### src/rtl/pwm_fade_sequencer.sv
// Breathing-LED sequencer: ramps a pwm threshold up, holds, ramps down, holds, repeats.
// Optional GAMMA_EN: threshold follows an approximate gamma-2 curve of level instead of level itself.
module pwm_fade_sequencer #(
  parameter int unsigned PRESCALE   = 12000,
  parameter int unsigned PWM_MAX    = 255,
  parameter int unsigned HOLD_TICKS = 64
) (
  input  logic       clk,
  input  logic       reset,
  input  logic       enable,
  input  logic [7:0] step,
  output logic [7:0] threshold,
  output logic [7:0] max,
  output logic [7:0] level,
  output logic [2:0] phase,
  output logic       cycle_done
);

  typedef enum logic [2:0] {
    IDLE    = 3'd0,
    UP      = 3'd1,
    HOLD_HI = 3'd2,
    DOWN    = 3'd3,
    HOLD_LO = 3'd4
  } state_t;

  localparam int PW = (PRESCALE > 1) ? $clog2(PRESCALE) : 1;
  localparam int HW = $clog2(HOLD_TICKS + 1);
  localparam logic [PW-1:0] PRE_LAST  = PW'(PRESCALE - 1);
  localparam logic [HW-1:0] HOLD_LAST = HW'(HOLD_TICKS - 1);
  localparam logic [8:0]    MAX9      = 9'(PWM_MAX);

  state_t        state, state_nx;
  logic [PW-1:0] pre_cnt;
  logic [HW-1:0] hold, hold_nx;
  logic [7:0]    level_nx, threshold_nx, step_eff;
  logic [8:0]    sum;
  logic          tick, hold_last;

  assign max   = MAX9[7:0];
  assign phase = state;
  assign tick  = (state != IDLE) && (pre_cnt == PRE_LAST);

`ifdef GAMMA_EN
  assign threshold_nx = 8'(({8'd0, level} * ({8'd0, level} + 16'd1)) >> 8);
`else
  assign threshold_nx = level;
`endif

  // NOTE: every signal driven here gets a default before the case, so no path can infer a latch.
  always_comb begin
    step_eff   = (step == 8'd0) ? 8'd1 : step;
    sum        = {1'b0, level} + {1'b0, step_eff};
    hold_last  = (hold == HOLD_LAST);
    state_nx   = state;
    level_nx   = level;
    hold_nx    = hold;
    cycle_done = 1'b0;
    case (state)
      IDLE: begin
        level_nx = '0;
        hold_nx  = '0;
        if (enable) state_nx = UP;
      end
      UP: begin
        if (!enable) begin
          state_nx = DOWN;
          hold_nx  = '0;
        end else if (tick) begin
          if (sum >= MAX9) begin
            level_nx = MAX9[7:0];
            state_nx = HOLD_HI;
            hold_nx  = '0;
          end else begin
            level_nx = sum[7:0];
          end
        end
      end
      HOLD_HI: begin
        if (!enable || (tick && hold_last)) begin
          state_nx = DOWN;
          hold_nx  = '0;
        end else if (tick) begin
          hold_nx = hold + HW'(1);
        end
      end
      DOWN: begin
        if (tick) begin
          if (level <= step_eff) begin
            level_nx = '0;
            state_nx = HOLD_LO;
            hold_nx  = '0;
          end else begin
            level_nx = level - step_eff;
          end
        end
      end
      HOLD_LO: begin
        // Dropping enable here abandons the breath, so it never reports completion.
        if (!enable) begin
          state_nx = IDLE;
          hold_nx  = '0;
        end else if (tick && hold_last) begin
          cycle_done = 1'b1;
          state_nx   = UP;
          hold_nx    = '0;
        end else if (tick) begin
          hold_nx = hold + HW'(1);
        end
      end
      default: begin
        state_nx = IDLE;
        level_nx = '0;
        hold_nx  = '0;
      end
    endcase
  end

  // NOTE: sequential state uses non-blocking assignments so all registers update from pre-edge values.
  always_ff @(posedge clk or posedge reset) begin
    if (reset) begin
      state     <= IDLE;
      level     <= '0;
      threshold <= '0;
      hold      <= '0;
      pre_cnt   <= '0;
    end else begin
      state     <= state_nx;
      level     <= level_nx;
      threshold <= threshold_nx;
      hold      <= hold_nx;
      // Prescaler is parked at zero in IDLE, so a new run gets a full first tick period.
      if (state == IDLE || state_nx == IDLE || tick) pre_cnt <= '0;
      else                                            pre_cnt <= pre_cnt + PW'(1);
    end
  end

endmodule

### config.mk
export PLATFORM = sky130hd
export DESIGN_NAME = pwm_fade_sequencer
export DESIGN_NICKNAME = d
export VERILOG_FILES = /design/src/rtl/pwm_fade_sequencer.sv
export SDC_FILE = /design/constraint.sdc
export NUM_CORES = 1
export LEC_CHECK = 0
export CAP_MARGIN = 20
export CORE_MARGIN = 5
export CORE_UTILIZATION = 60
export CTS_BUF_LIST = sky130_fd_sc_hd__clkbuf_8
export DETAILED_ROUTE_END_ITERATION = 12
export PLACE_DENSITY = 0.86
export REMOVE_ABC_BUFFERS = 1
export SETUP_SLACK_MARGIN = 0.05
export SYNTH_ARGS = -nofsm -noshare
export SYNTH_HDL_FRONTEND = slang
export SYNTH_SLANG_ARGS = --single-unit
export TNS_END_PERCENT = 100
### constraint.sdc
create_clock -name clk -period 6.5 [get_ports clk]
set_clock_uncertainty 0.2 [all_clocks]
set_input_delay 1.95 -clock clk [delete_from_list [all_inputs] [get_ports clk]]
set_output_delay 1.95 -clock clk [all_outputs]
set_load 0.01 [all_outputs]
Word-level counts from Yosys, hierarchy flattened
Index checks and enable logic that the tools add are counted.
- add/subtract/negate cells: 4
- bitwise gates (word level): 1
- $lt $le $gt $ge: 2
- muxes and demuxes: 31
- equal/unequal tests: 12
- reductions and logical operators: 13
- operators by type and width (kind ; number):
    $mux 7 ; 9
    $mux 8 ; 6
    $pmux 7 s4 ; 1
    $mux 3 ; 9
    $pmux 8 s3 ; 1
    $pmux 3 s5 ; 1
    $add 14x1->14 const B ; 1
    $eq 14x14->1 const B ; 1
    $mux 14 ; 1
    $add 8x8->9 ; 1
    $ge 9x8->1 const B ; 1
    $le 8x8->1 ; 1
    $logic_not 8->1 ; 1
    $ne 2x2->1 const B ; 4
    $reduce_and 4->1 ; 2
    $sub 8x8->8 ; 1
    $add 7x1->7 const B ; 1
    $eq 7x6->1 const B ; 1
    $eq 3x2->1 const B ; 2
    $logic_not 3->1 ; 2
    $ne 3x3->1 const B ; 2
    $eq 3x1->1 const B ; 1
    $eq 3x3->1 const B ; 1
    $logic_or 1x1->1 ; 3
    6 further kinds ; 9
- bits in registers: 40
- output and inout port bits: 28
- logic and storage cells: 68
- input bits: 11

Depth between registers and ports, before layout
Gate-level depths: netlist of the first run.
- depth after elaboration: 12
- mapped depth: 13
- mapped depth without buffers: 12

Worst setup path after synthesis of the first run
Ideal clock, no wire load.
- path kind: input to register
- from: input port step[4]
- to: register hold[3]
- arrival time: 4.951 ns
- setup slack: 1.272 ns
- required time: 6.223 ns
- cell stages on the path: 13
- library setup time: 0.077 ns
- buffers on the path: 1
- cells stage by stage: nor4_1 > a41o_1 > ha_1 > fa_1 > nor2b_1 > o311ai_0 > a21oi_1 > and4bb_2 > a31oi_4 > and2_4 > buf_6 > or4_1 > a21oi_1
- cells in the longest elaborated chain, start to end: 6
- elaborated cells between the ends (all ways): 8
- classes of those cells: 1 x add/sub; 2 x order compare; 2 x eq/ne; 1 x mux; 2 x reduce/logical
- RTL lines (what ; RTL line ; source):
    start: declaration ; 11 ; input logic [7:0] step,
    $logic_not 8->1 ; 52 ; step_eff = (step == 8'd0) ? 8'd1 : step;
    $mux 8 * ; 52 ;
    $add 8x8->9 ; 53 ; sum = {1'b0, level} + {1'b0, step_eff};
    $ge 9x8->1 ; 70 ; if (sum >= MAX9) begin
    $ne 3x3->1 (no line) ; - ;
    $reduce_and 4->1 (no line) * ; - ;
    end signal: assignment ; 131 ; hold <= hold_nx;
    end: declaration ; 35 ; logic [HW-1:0] hold, hold_nx;
Every way passes the cells marked *; elsewhere a longest branch is shown, timed or not.
A chain may end at the register's enable or synchronous reset.

Worst setup path in the final report of the first run
- from: input port step[1]
- to: register pre_cnt[1]
- cells in the longest elaborated chain, start to end: 12
- elaborated cells between the ends (all ways): 15
- classes of those cells: 1 x add/sub; 2 x order compare; 8 x mux; 4 x reduce/logical
- RTL lines (what ; RTL line ; source):
    $logic_not 8->1 ; 52 ;
    $mux 8 * ; 52 ;
    $add 8x8->9 ; 53 ;
    $ge 9x8->1 ; 70 ;
    $mux 3 ; 70 ;
    $mux 3 ; 69 ; end else if (tick) begin
    $mux 3 ; 66 ; if (!enable) begin
    $pmux 3 s5 * ; 59 ; case (state)
    $logic_not 3->1 * ; 133 ; if (state == IDLE || state_nx == IDLE || tick) pre_cnt <= '0;
    $logic_or 1x1->1 * (2 in a row) ; 133 ;
    $mux 14 * ; 133 ;
    end signal: assignment ; 134 ; else pre_cnt <= pre_cnt + PW'(1);
    end: declaration ; 34 ; logic [PW-1:0] pre_cnt;
Marks and branches as above.

==> impl_metrics.yaml, run 1 <==
detailed_routing:
  firstDrtPassIters: 7
  avgViaCountPerCell: 6.02
  dr_total_vias: 2629
  drc: 0
  wl_per_cell_um: 15.8
  first_iter_violations: 169
  antenna_left: 0
  wl_um: 6920
finish:
  finalNonFillerCells: 437
  utilization: 0.715
  area_growth_pct: 14.0
  diodes: 0
  final_nets: 402
  drive_gt1_frac: 0.0757
  num-fill-cells: 382
cts:
  cts_root_buffer: "clkbuf_8"
  cts_max_level: 2
  cts_sinks: 40
  cts_buffer_depth: 2
  cts_resized: 0
  cts_hold_buf: 0
  cts_tree: "done"
  cts_buffers: 5
  clkLatencyLatePin_ns: 0.29
  postCtsSetupBuffers: 0
  clkTransAtPathRegs_ns: 0.08
worst_setup_path:
  startpoint_type: "input port"
  end_kind: "register"
  crit_fanout: 14
  worst_ep_required_time_ns: 6.48
  critPathArrivalTime_ns: 5.82
  crit_type: "input port to register"
sta:
  fmax_mhz: 171
  rsz0062_at_grt: "no"
  fin_crit_ns: 5.84
  fin_crit_sh: 0.898
  finalSetupViolations: 0
  slew_headroom: 0.298
  fin_setup_tns_ns: 0
  worst_pin_slew_ns: 1.05
  slew_viol_final: 0
  hold_viol: 0
run_status:
  outcome: "completed"
grt:
  grt_pass1_wl_um: 11600
  grt_antenna_before_repair: 0
  grt_max_degree: 41
  grt_overflow: 0
  grt_usage: 0.226
  first_global_vias: 2566
yosys:
  yosys_warnings: 0
  ys_seq_area_frac: 0.333
  synth-async-reset-ratio: 1.00
  synthCells: 345
  syn_area_per_cell_um2: 8.70
  ys_seq_elements: 40
  syn_area_mm2: 0.00300
  synth_edf_count: 0
  ys.flop_type: "dfrtp_1"
  ys_types: 66
die:
  initial_core_util: 0.627
  fp.dieH_um: 80.7
  dieArea_mm2: 0.00652
  pin_count: 39
  dieWidth_um: 80.7
  rows: 25
  core_area_mm2: 0.00479
placement:
  hpwl_um: 5400
  port_buffers: 30
  gp_congestion: 0.978
  dp.cells: 429
power:
  leakagePower_nw: 1.49
  power_density_mw_per_mm2: 182
  peakVddDrop_uv: 128
run:
  cap_viol_max_count: 0
hold_path:
  min_path_type: "register to register"
==> state kept, by name, summed over array words and instances, names as in the netlist <==
signal	cells
pre_cnt	14
level	8
threshold	8
hold	7
phase	3
==> report_power, final <==
group / switching, mW / internal (mW) / total [mW]
clock network: 0.0806 / 0.112 / 0.193
logic: 0.0691 / 0.0574 / 0.126
registers: 0.0318 / 0.272 / 0.304
==> critical path, stage by stage <==
cell and delay, ns:
clkdlybuf4s50_1 0.60, inv_1 0.10, a41o_1 0.27, ha_1 0.24, fa_1 0.45, nor2b_1 0.17
o311ai_0 0.48, nand3_1 0.17, and4bb_2 0.28, a31oi_4 0.28, o21ai_0 0.20, nor4b_4 0.17
buf_4 0.21, nor4b_1 0.26
==> routing by layer <==
metal / global-route usage / part of all wire / vias up
met1: 0.271 / 0.41 / 1259
met2: 0.416 / 0.53 / 84
met5: 0 / 0 / -
li1: - / - / 1270
met4: 0.0895 / 0.022 / 0
met3: 0.0233 / 0.047 / 16
==> placed cells by master (no fill, tap or decap), types with 8 or more instances in the layout <==
cell,instances
clkdlybuf4s50_1,30
dfrtp_1,40
xnor2_1,12
nand2_1,22
nand3_1,18
conb_1,8
ha_1,20
inv_1,20
o21ai_0,14
a21oi_1,18
nor3_1,12
nor2_1,41
==> final timing paths <==
path / startpoint / endpoint / slack (ns) / depth (start not counted)
max reg2reg: level[0] / pre_cnt[1] / 2.82 / 11
min in group asynchronous: reset / pre_cnt[12] / 1.89 / 3
min: level[6] / threshold[6] / 0.29 / 0
min reg2reg: level[6] / threshold[6] / 0.29 / 0
max in group asynchronous: reset / level[2] / 3.88 / 3
max: step[1] / pre_cnt[1] / 0.66 / 14
==> cell type report <==
type | instances | area, µm² | share of cell area
clock buffer | 5 | 68.8 | 0.0201
clock inverter | 3 | 38.8 | 0.0113
inverter | 20 | 75.1 | 0.0219
multi-input combinational | 268 | 1830 | 0.533
sequential | 40 | 1000 | 0.292
tap | 67 | 83.8 | 0.0245
timing repair buffer | 34 | 330 | 0.0965
==> cells in the mapped netlist, types with 4 or more instances <==
library cell  instances  share of area
nor2_1               41          0.051
dfrtp_1              40           0.33
nand2_1              22          0.028
ha_1                 20          0.083
inv_1                19          0.024
a21oi_1              18          0.030
nand3_1              18          0.030
o21ai_0              14          0.023
nor3_1               13          0.022
clkbuf_1             12          0.015
xnor2_1              12          0.035
buf_4                 9          0.022
xor2_1                7          0.020
nand4_1               6          0.013
nor4_1                6          0.013
a21o_1                5          0.013
nor2b_1               5          0.010
a22oi_1               4          0.010
nand2b_1              4         0.0083
o31ai_1               4          0.010
or3_1                 4         0.0083
==> per-stage QoR <==
stage / worst slack (ns) / area, µm² / hold slack, ns / total power [mW]
2_1_floorplan: 1.17 / 2900 / 0.267 / 0.396
3_3_place_gp: 0.528 / 3320 / 0.272 / 0.427
3_5_place_dp: 0.336 / 3320 / 0.271 / 0.434
4_1_cts: 0.658 / 3420 / 0.296 / 0.626
5_1_grt: 0.445 / 3420 / 0.314 / 0.657
6_report: 0.662 / 3420 / 0.290 / 0.623
==> kinds of logic after synthesis <==
family | synth area share
buf+inv | 0.0692
fa+ha+maj | 0.0967
compound gates | 0.173
flops | 0.333
mux | 0.00667
other cells | 0.00125
xor+xnor | 0.0608
simple gates | 0.259
(Power assumes the default switching activity.)
==> run 2, diff against run 1 <==
- CORE_UTILIZATION: 60 -> 58
- PLACE_DENSITY: 0.86 -> 0.83
- clock period: 6.5 -> 6.2 ns (I/O delays scaled with it)
==> run 2 against run 1 <==
Effect of this change:
- via count fell by 0.23%
- setup slack lost 0.25 ns
- sequential power up 5%
- power is 5.1% higher
- global-route usage shrank 0.75 points
- flip-flop and latch count is the same
- clock power increased by 6%
- final area up 0.11%
- largest cell class unchanged
- largest power group unchanged
- sequential share of layout area about the same
- critical path depth is the same
- non-clock buffer count unchanged
- first-iteration DRC count increased by 3.6%
==> impl_metrics.yaml, run 2 (synthesis gave the netlist of run 1 again) <==
run_status:
  outcome: "completed"
power:
  power_density_mw_per_mm2: 191
  leakagePower_nw: 1.49
  power.total_mw: 0.655
  peakVddDrop_uv: 137
cts:
  clkTransAtPathRegs_ns: 0.07
  cts_buffers: 5
  postCtsSetupBuffers: 0
  cts_max_level: 2
  cts_tree: "done"
  cts_resized: 0
  cts_hold_buf: 0
  cts_root_buffer: "clkbuf_8"
  cts_sinks: 40
  clkLatencyLatePin_ns: 0.29
  cts_buffer_depth: 2
sta:
  worst_pin_slew_ns: 0.969
  fmax_mhz: 173
  fin_crit_ns: 5.79
  fin_ws_ns: 0.407
  finalSetupViolations: 0
  hold_viol: 0
  fin_crit_sh: 0.934
  fin_setup_tns_ns: 0
  slew_headroom: 0.352
  rsz0062_at_grt: "no"
  slew_viol_final: 0
worst_setup_path:
  crit_fanout: 14
  r2r_start: "level[0]"
  critPathArrivalTime_ns: 5.75
  worst_ep_required_time_ns: 6.15
  r2r_end: "pre_cnt[13]"
  r2r_cells: 11
  crit_type: "input port to register"
  startpoint_type: "input port"
  reg2reg_slack_ns: 2.50
  end_kind: "register"
hold_path:
  min_to: "threshold[0]"
  hold_depth: 0
  hold_start: "level[0]"
  min_path_type: "register to register"
detailed_routing:
  avgViaCountPerCell: 5.96
  wl_per_cell_um: 15.6
  first_iter_violations: 175
  firstDrtPassIters: 4
  antenna_left: 0
  wl_um: 6860
  dr_total_vias: 2623
  drc: 0
die:
  dieArea_mm2: 0.00672
  initial_core_util: 0.592
  pin_count: 39
  core_area_mm2: 0.00507
  dieWidth_um: 82.0
  rows: 26
  fp.dieH_um: 82.0
grt:
  grt_max_degree: 41
  grt_pass1_wl_um: 11400
  grt_usage: 0.219
  grt_overflow: 0
  grt_antenna_before_repair: 0
  first_global_vias: 2471
finish:
  drive_gt1_frac: 0.0757
  multiInputGateArea_mm2: 0.00183
  largest-register: "pre_cnt"
  diodes: 0
  final_nets: 402
  mostFrequentLayoutCells: "nor2_1 (41), dfrtp_1 (40), clkdlybuf4s50_1 (30)"
  num-fill-cells: 449
  seq_area_mm2: 0.00100
  area_growth_pct: 14.1
  top_regs: "pre_cnt x14, level x8, threshold x8"
  largest_reg_flops: 14
  layout_commonest_cell: "nor2_1"
run:
  cap_viol_max_count: 0
placement:
  hpwl_um: 5050
  port_buffers: 30
  gp_congestion: 0.985
  place_ws_ns: 0.141
run 2: power breakdown:
part | total, mW | switching [mW] | internal, mW | leakage [nW]
registers | 0.318 | 0.0325 | 0.285 | 0.536
clock network | 0.205 | 0.0875 | 0.118 | 0.0593
logic | 0.132 | 0.0721 | 0.0599 | 0.892
run 2: layout make-up:
class | count | area share
Sequential cell | 40 | 0.292
Inverter | 20 | 0.0219
Clock inverter | 3 | 0.0113
Multi-Input combinational cell | 268 | 0.533
Timing Repair Buffer | 34 | 0.0964
Tap cell | 70 | 0.0256
Clock buffer | 5 | 0.0201
run 2: metrics by stage:
stage | instance area [µm²] | hold WS [ns] | util | std cells
2_1_floorplan | 2900 | 0.267 | - | 328
3_5_place_dp | 3320 | 0.272 | 0.654 | 432
3_3_place_gp | 3320 | 0.267 | 0.654 | 432
6_report | 3430 | 0.289 | 0.675 | 440
4_1_cts | 3430 | 0.288 | 0.675 | 440
5_1_grt | 3430 | 0.309 | 0.675 | 440
run 2: layer usage:
layer  part of all wire  track usage
met2               0.53        0.401
met4              0.013       0.0698
met1               0.42        0.264
met5                  0            0
met3              0.046       0.0263
run 2: worst max-delay path by stage:
stage	end	startpoint	slack (ns)
global placement	pre_cnt[1]	step[1]	0.30
floorplan	pre_cnt[1]	step[4]	0.96
finish	pre_cnt[13]	step[1]	0.41
detailed placement	pre_cnt[13]	step[1]	0.14
CTS	pre_cnt[13]	step[1]	0.44
global route	pre_cnt[13]	step[1]	0.14
run 2: critical path, stage by stage:
cell             delay [ns]
clkdlybuf4s50_1        0.59
inv_1                  0.10
a41o_1                 0.28
ha_1                   0.25
fa_1                   0.44
nor2b_1                0.17
o311ai_0               0.49
a21oi_1                0.15
and4bb_2               0.36
a31oi_4                0.14
o21ai_0                0.32
nor4b_4                0.25
buf_4                  0.25
nor4_1                 0.07
==> run 3, diff against run 2 <==
- CORE_MARGIN: 5 -> 4
- SLEW_MARGIN: unset -> 20
==> run 3 against run 2 <==
Effect of this change:
- clock power hardly changed
- setup slack better by 0.0099 ns
- non-clock buffer count stayed put
- sequential share of layout area hardly changed
- worst hold slack better by 0.0049 ns
- wire length is 1.3% higher
- final area is 0.11% higher
- fmax is 0.17% higher
- critical path type unchanged
- largest cell class unchanged
==> impl_metrics.yaml, run 3 (synthesis gave the netlist of run 1 again) <==
power:
  peakVddDrop_uv: 103
  power_density_mw_per_mm2: 192
  leakagePower_nw: 1.49
detailed_routing:
  wl_per_cell_um: 15.9
  drc: 0
  dr_total_vias: 2683
  first_iter_violations: 277
  antenna_left: 0
  firstDrtPassIters: 5
  avgViaCountPerCell: 6.14
  wl_um: 6950
worst_setup_path:
  r2r_start: "level[0]"
  cp.depth: 14
  reg2reg_slack_ns: 2.49
  worstPathCellList: "clkdlybuf4s50_1, inv_1, a41o_1, ha_1, fa_1, nor2b_1, o311ai_0, a21oi_1, and4bb_2, a31oi_4, o31ai_2, nor4b_4, buf_4, nor4b_1"
  crit_fanout: 14
  critPathTopFamily: "compound AO/OA/AOI/OAI gates"
  r2r_end: "pre_cnt[1]"
  r2r_cells: 11
  cp.buffers_inverters: 3
  startpoint_type: "input port"
  cpMaxStageDelayCell: "clkdlybuf4s50_1"
  critPathArrivalTime_ns: 5.77
  cp-endpoint: "pre_cnt[1]"
  crit_type: "input port to register"
  worst_ep_required_time_ns: 6.18
  end_kind: "register"
  critPathMaxStageDelay_ns: 0.59
  crit_start: "step[1]"
cts:
  clkLatencyLatePin_ns: 0.29
  cts_hold_buf: 0
  cts_root_buffer: "clkbuf_8"
  clkTransAtPathRegs_ns: 0.08
  cts_resized: 0
  cts_buffer_depth: 2
  postCtsSetupBuffers: 0
  cts_buffers: 5
  cts_tree: "done"
  cts_max_level: 2
  cts_sinks: 40
die:
  fp.dieH_um: 80.0
  core_area_mm2: 0.00488
  pin_count: 39
  initial_core_util: 0.615
  dieArea_mm2: 0.00639
  dieWidth_um: 80.0
  rows: 25
sta:
  fin_crit_sh: 0.933
  fin_crit_ns: 5.78
  worst_pin_slew_ns: 0.646
  hold_viol: 0
  fin_ws_ns: 0.417
  finalSetupViolations: 0
  whs_ns: 0.293
  fin_setup_tns_ns: 0
  rsz0062_at_grt: "no"
  fmax_mhz: 173
  slew_headroom: 0.569
  slew_viol_final: 0
placement:
  placed_area_mm2: 0.00332
  gp_congestion: 0.931
  port_buffers: 30
  hpwl_um: 5290
  place_ws_ns: 0.120
finish:
  mostFrequentLayoutCells: "nor2_1 (41), dfrtp_1 (40), clkdlybuf4s50_1 (30)"
  multiInputGateArea_mm2: 0.00183
  seq_area_mm2: 0.00100
  largest-register: "pre_cnt"
  final_cell_area_mm2: 0.00343
  final_nets: 402
  layout_commonest_cell: "nor2_1"
  drive_gt1_frac: 0.0784
  num-fill-cells: 398
  top_regs: "pre_cnt x14, level x8, threshold x8"
  utilization: 0.703
  largest_reg_flops: 14
  area_growth_pct: 14.2
  diodes: 0
grt:
  grt_overflow: 0
  grt_pass1_wl_um: 11800
  grt_usage: 0.228
  grt_antenna_before_repair: 0
  grt_max_degree: 41
  first_global_vias: 2498
run_status:
  outcome: "completed"
hold_path:
  min_path_type: "register to register"
  hold_start: "level[5]"
run:
  cap_viol_max_count: 0
[run 3: routing by layer]
metal  global-route usage  routed length, µm  up-vias
met5                    0                  0        -
met2                0.366               3280      115
met4               0.0895                180        0
met1                0.315               3060     1278
li1                     -                  -     1267
met3               0.0260                426       23
[run 3: through the flow]
step | std cells | total power [mW]
after global routing | 437 | 0.695
final | 437 | 0.658
after floorplan | 328 | 0.415
after global placement | 429 | 0.447
after CTS | 437 | 0.659
after detailed placement | 429 | 0.453
[run 3: power by group]
part	internal, mW	leakage [nW]	switching [mW]
clock network	0.118	0.0593	0.0894
registers	0.285	0.536	0.0335
logic	0.0602	0.893	0.0720
[run 3: final cells by class]
class | instances | share of cell area
Clock buffer | 5 | 0.0201
Clock inverter | 3 | 0.0113
Inverter | 20 | 0.0219
Multi-Input combinational cell | 268 | 0.534
Sequential cell | 40 | 0.292
Tap cell | 67 | 0.0244
Timing Repair Buffer | 34 | 0.0963
[run 3: how the worst min path moves through the flow]
stage,endpoint,cells past startpoint
after floorplan,pre_cnt[0],1
after global placement,threshold[0],0
after detailed placement,threshold[5],0
after CTS,threshold[5],0
after global routing,threshold[6],0
final,threshold[5],0
==> RTL change, RTL diff (settings of run 2) <==
Reset style: synchronous (`reset`), changed in one clocked block.
--- a/src/rtl/pwm_fade_sequencer.sv
+++ b/src/rtl/pwm_fade_sequencer.sv
@@ -117,7 +117,7 @@
   end
 
   // NOTE: sequential state uses non-blocking assignments so all registers update from pre-edge values.
-  always_ff @(posedge clk or posedge reset) begin
+  always_ff @(posedge clk) begin
     if (reset) begin
       state     <= IDLE;
       level     <= '0;
Function: differs if reset is asserted again (counterexample within 4 cycles, from zero or initial values and one cycle with reset high); with reset held inactive, the same outputs for 10 cycles.
==> RTL change against run 2 <==
Sequential share of layout area down 4.7 points; synthesized area down 3.7%; largest power group unchanged; design area down 4.7%; core utilization up 0.73 points; setup slack better by 0.25 ns; power down 21%; sequential cell count unchanged; routed wire length down 3.7%; non-clock buffer count down 3.
==> RTL change: results (changes against run 2) <==
Logic synthesis
  • Yosys cell types: 58 (-12%)
  • Yosys Warn Count: 0 (unchanged)
  • Top post-synthesis cells by area: dfxtp_1 (28%), ha_1 (8.7%), nor2_1 (6.2%)
  • Top cells by count, synth: nor2_1 (48), dfxtp_1 (40), a21oi_1 (25)
  • Syn Area/Cell: 7.818 µm² (-10%)
  • Sequential area share after synthesis: 27.68% (-5.7 points)
  • Ys async rst share: 0% (-100 points)
  • Top_reg_cell synth: dfxtp_1

Global route
  • Largest net degree at the start of global routing: 16 (-61%)
  • Vias in the first global route: 2445 (-1.1%)
  • Aggregate global-route resource usage: 21.97% (+0.074 points)
  • Antenna violations before repair: 0 (unchanged)
  • First-pass GRT wire length: 11270 µm (-1.5%)

Detailed routing
  • Top Metal Used: met4
  • Routed WL per cell: 14.45 µm (-7.3%)
  • Metal-1 WL: 3019 µm (+5.8%)
  • Met2 wire length: 3206 µm (-11%)
  • WL final: 6602 µm (-3.7%)
  • Initial DRC count: 219 (+25%)
  • Vias/cell: 5.670 (-4.9%)
  • 1st-pass router iterations: 4 (unchanged)
  • Met3 wire length: 319 µm (+2.2%)

Placed design
  • Port Buffers: 30 (unchanged)
  • Hpwl dp: 5144 µm (+1.9%)
  • Dpl ws: 0.4145 ns (+0.2739 ns)
  • Final Wtd Congestion: 0.9860 (+0.11%)
  • Placed insts: 450 (+4.2%)

Finish
  • Nets: 423 (+5.2%)
  • # fillers: 407 (-9.4%)
  • Antenna fix cells: 0 (unchanged)
  • Share of cells above drive strength 1: 4.872% (-2.7 points)
  • Regs by FF count: pre_cnt: 14 flops, level: 8 flops, threshold: 8 flops

Worst setup path
  • Setup crit start kind: primary input
  • Worst path arrival time: 3.48 ns (-2.27 ns)
  • Worst setup path startpoint: enable
  • Max stage delay on crit path: 0.66 ns (+0.07 ns)
  • Reg2reg start: level[2]$_SDFFE_PP0P_
  • Slowest-stage cell, CP: clkdlybuf4s50_1
  • Max FO, Critical Path: 10 (-4)

Clock network
  • CTS Root Cell: clkbuf_8
  • Clock Latency Late Sink: 0.29 ns (about the same)
  • Post-CTS sizing: 0 (unchanged)
  • Num CTS Buffers: 5 (unchanged)
  • H-tree Lvls: 2 (unchanged)
  • Clk buf depth: 2 (unchanged)
  • Setup Fix Bufs, Post-CTS: 0 (unchanged)
  • CTS clk-pin slew, worst paths: 0.07 ns (about the same)

Power
  • VDD IR max: 153.0 µV (+11%)
  • Leakage: 1.276 nW (-14%)

Worst hold path
  • Worst Hold Class: reg -> reg
  • Hold Crit Start: pre_cnt[0]$_SDFF_PP0_

Run status
  • Status: complete, no violations

STA
  • Rel. slew slack: 53.58% (+18 points)
-- RTL change: cell types whose count changed in the layout (fill, tap and decap cells not counted), sizes merged, moves of 7 or more --
cell   change
nor4       -7
dfrtp     -40
dfxtp     +40
nor2b     +12
a21oi      +7
-- RTL change: power breakdown --
| group | internal [mW] | switching (mW) | total [mW] |
|---|---|---|---|
| Clock | 0.0989 | 0.0816 | 0.181 |
| Sequential | 0.258 | 0.00315 | 0.262 |
| Combinational | 0.0283 | 0.0445 | 0.0728 |
| Total | 0.386 | 0.129 | 0.515 |
-- RTL change: logic make-up after synthesis --
| logic type | after synthesis | share of synthesized area (%) |
|---|---|---|
| mux | 4 | 1.384 |
| other cells | 1 | 0.1296 |
| fa+ha+maj | 22 | 10.03 |
| simple gates | 148 | 26.60 |
| buf+inv | 48 | 7.828 |
| compound gates | 87 | 20.29 |
| xor+xnor | 20 | 6.055 |
| flops | 40 | 27.68 |
-- RTL change: per-stage QoR --
stage               utilization (%)  area, µm²
floorplan                         -       2779
global placement              66.25       3171
detailed placement            66.25       3171
CTS                           68.26       3267
global route                  68.26       3267
finish                        68.26       3267
-- RTL change: per-layer routing --
metal	vias to the layer above	GRT usage, %
met5	-	0
met3	6	3.812
met1	1193	28.38
met2	72	37.67
met4	0	5.574
li1	1320	-
-- RTL change: final cells by class --
| cell class | count | area [µm²] | area share [%] |
|---|---|---|---|
| timing repair buffer | 31 | 307.8 | 9.422 |
| tap | 67 | 83.83 | 2.566 |
| clock buffer | 7 | 96.34 | 2.949 |
| inverter | 23 | 86.33 | 2.643 |
| multi-input combinational | 289 | 1892 | 57.91 |
| sequential | 40 | 800.8 | 24.51 |
-- RTL change: critical path, delay by kind of cell --
family	cells	cell delay (ns)
buffers and inverters	3	1.28
AND/OR/NAND/NOR	2	0.34
-- RTL change: worst paths after layout --
| path | endpoint | slack [ns] | cells after the start |
|---|---|---|---|
| min reg2reg | pre_cnt[0]$_SDFF_PP0_ | 0.25 | 1 |
| max reg2reg | hold[5]$_SDFFE_PP0P_ | 2.83 | 9 |
| max | cycle_done | 0.66 | 5 |
| min | pre_cnt[0]$_SDFF_PP0_ | 0.25 | 1 |
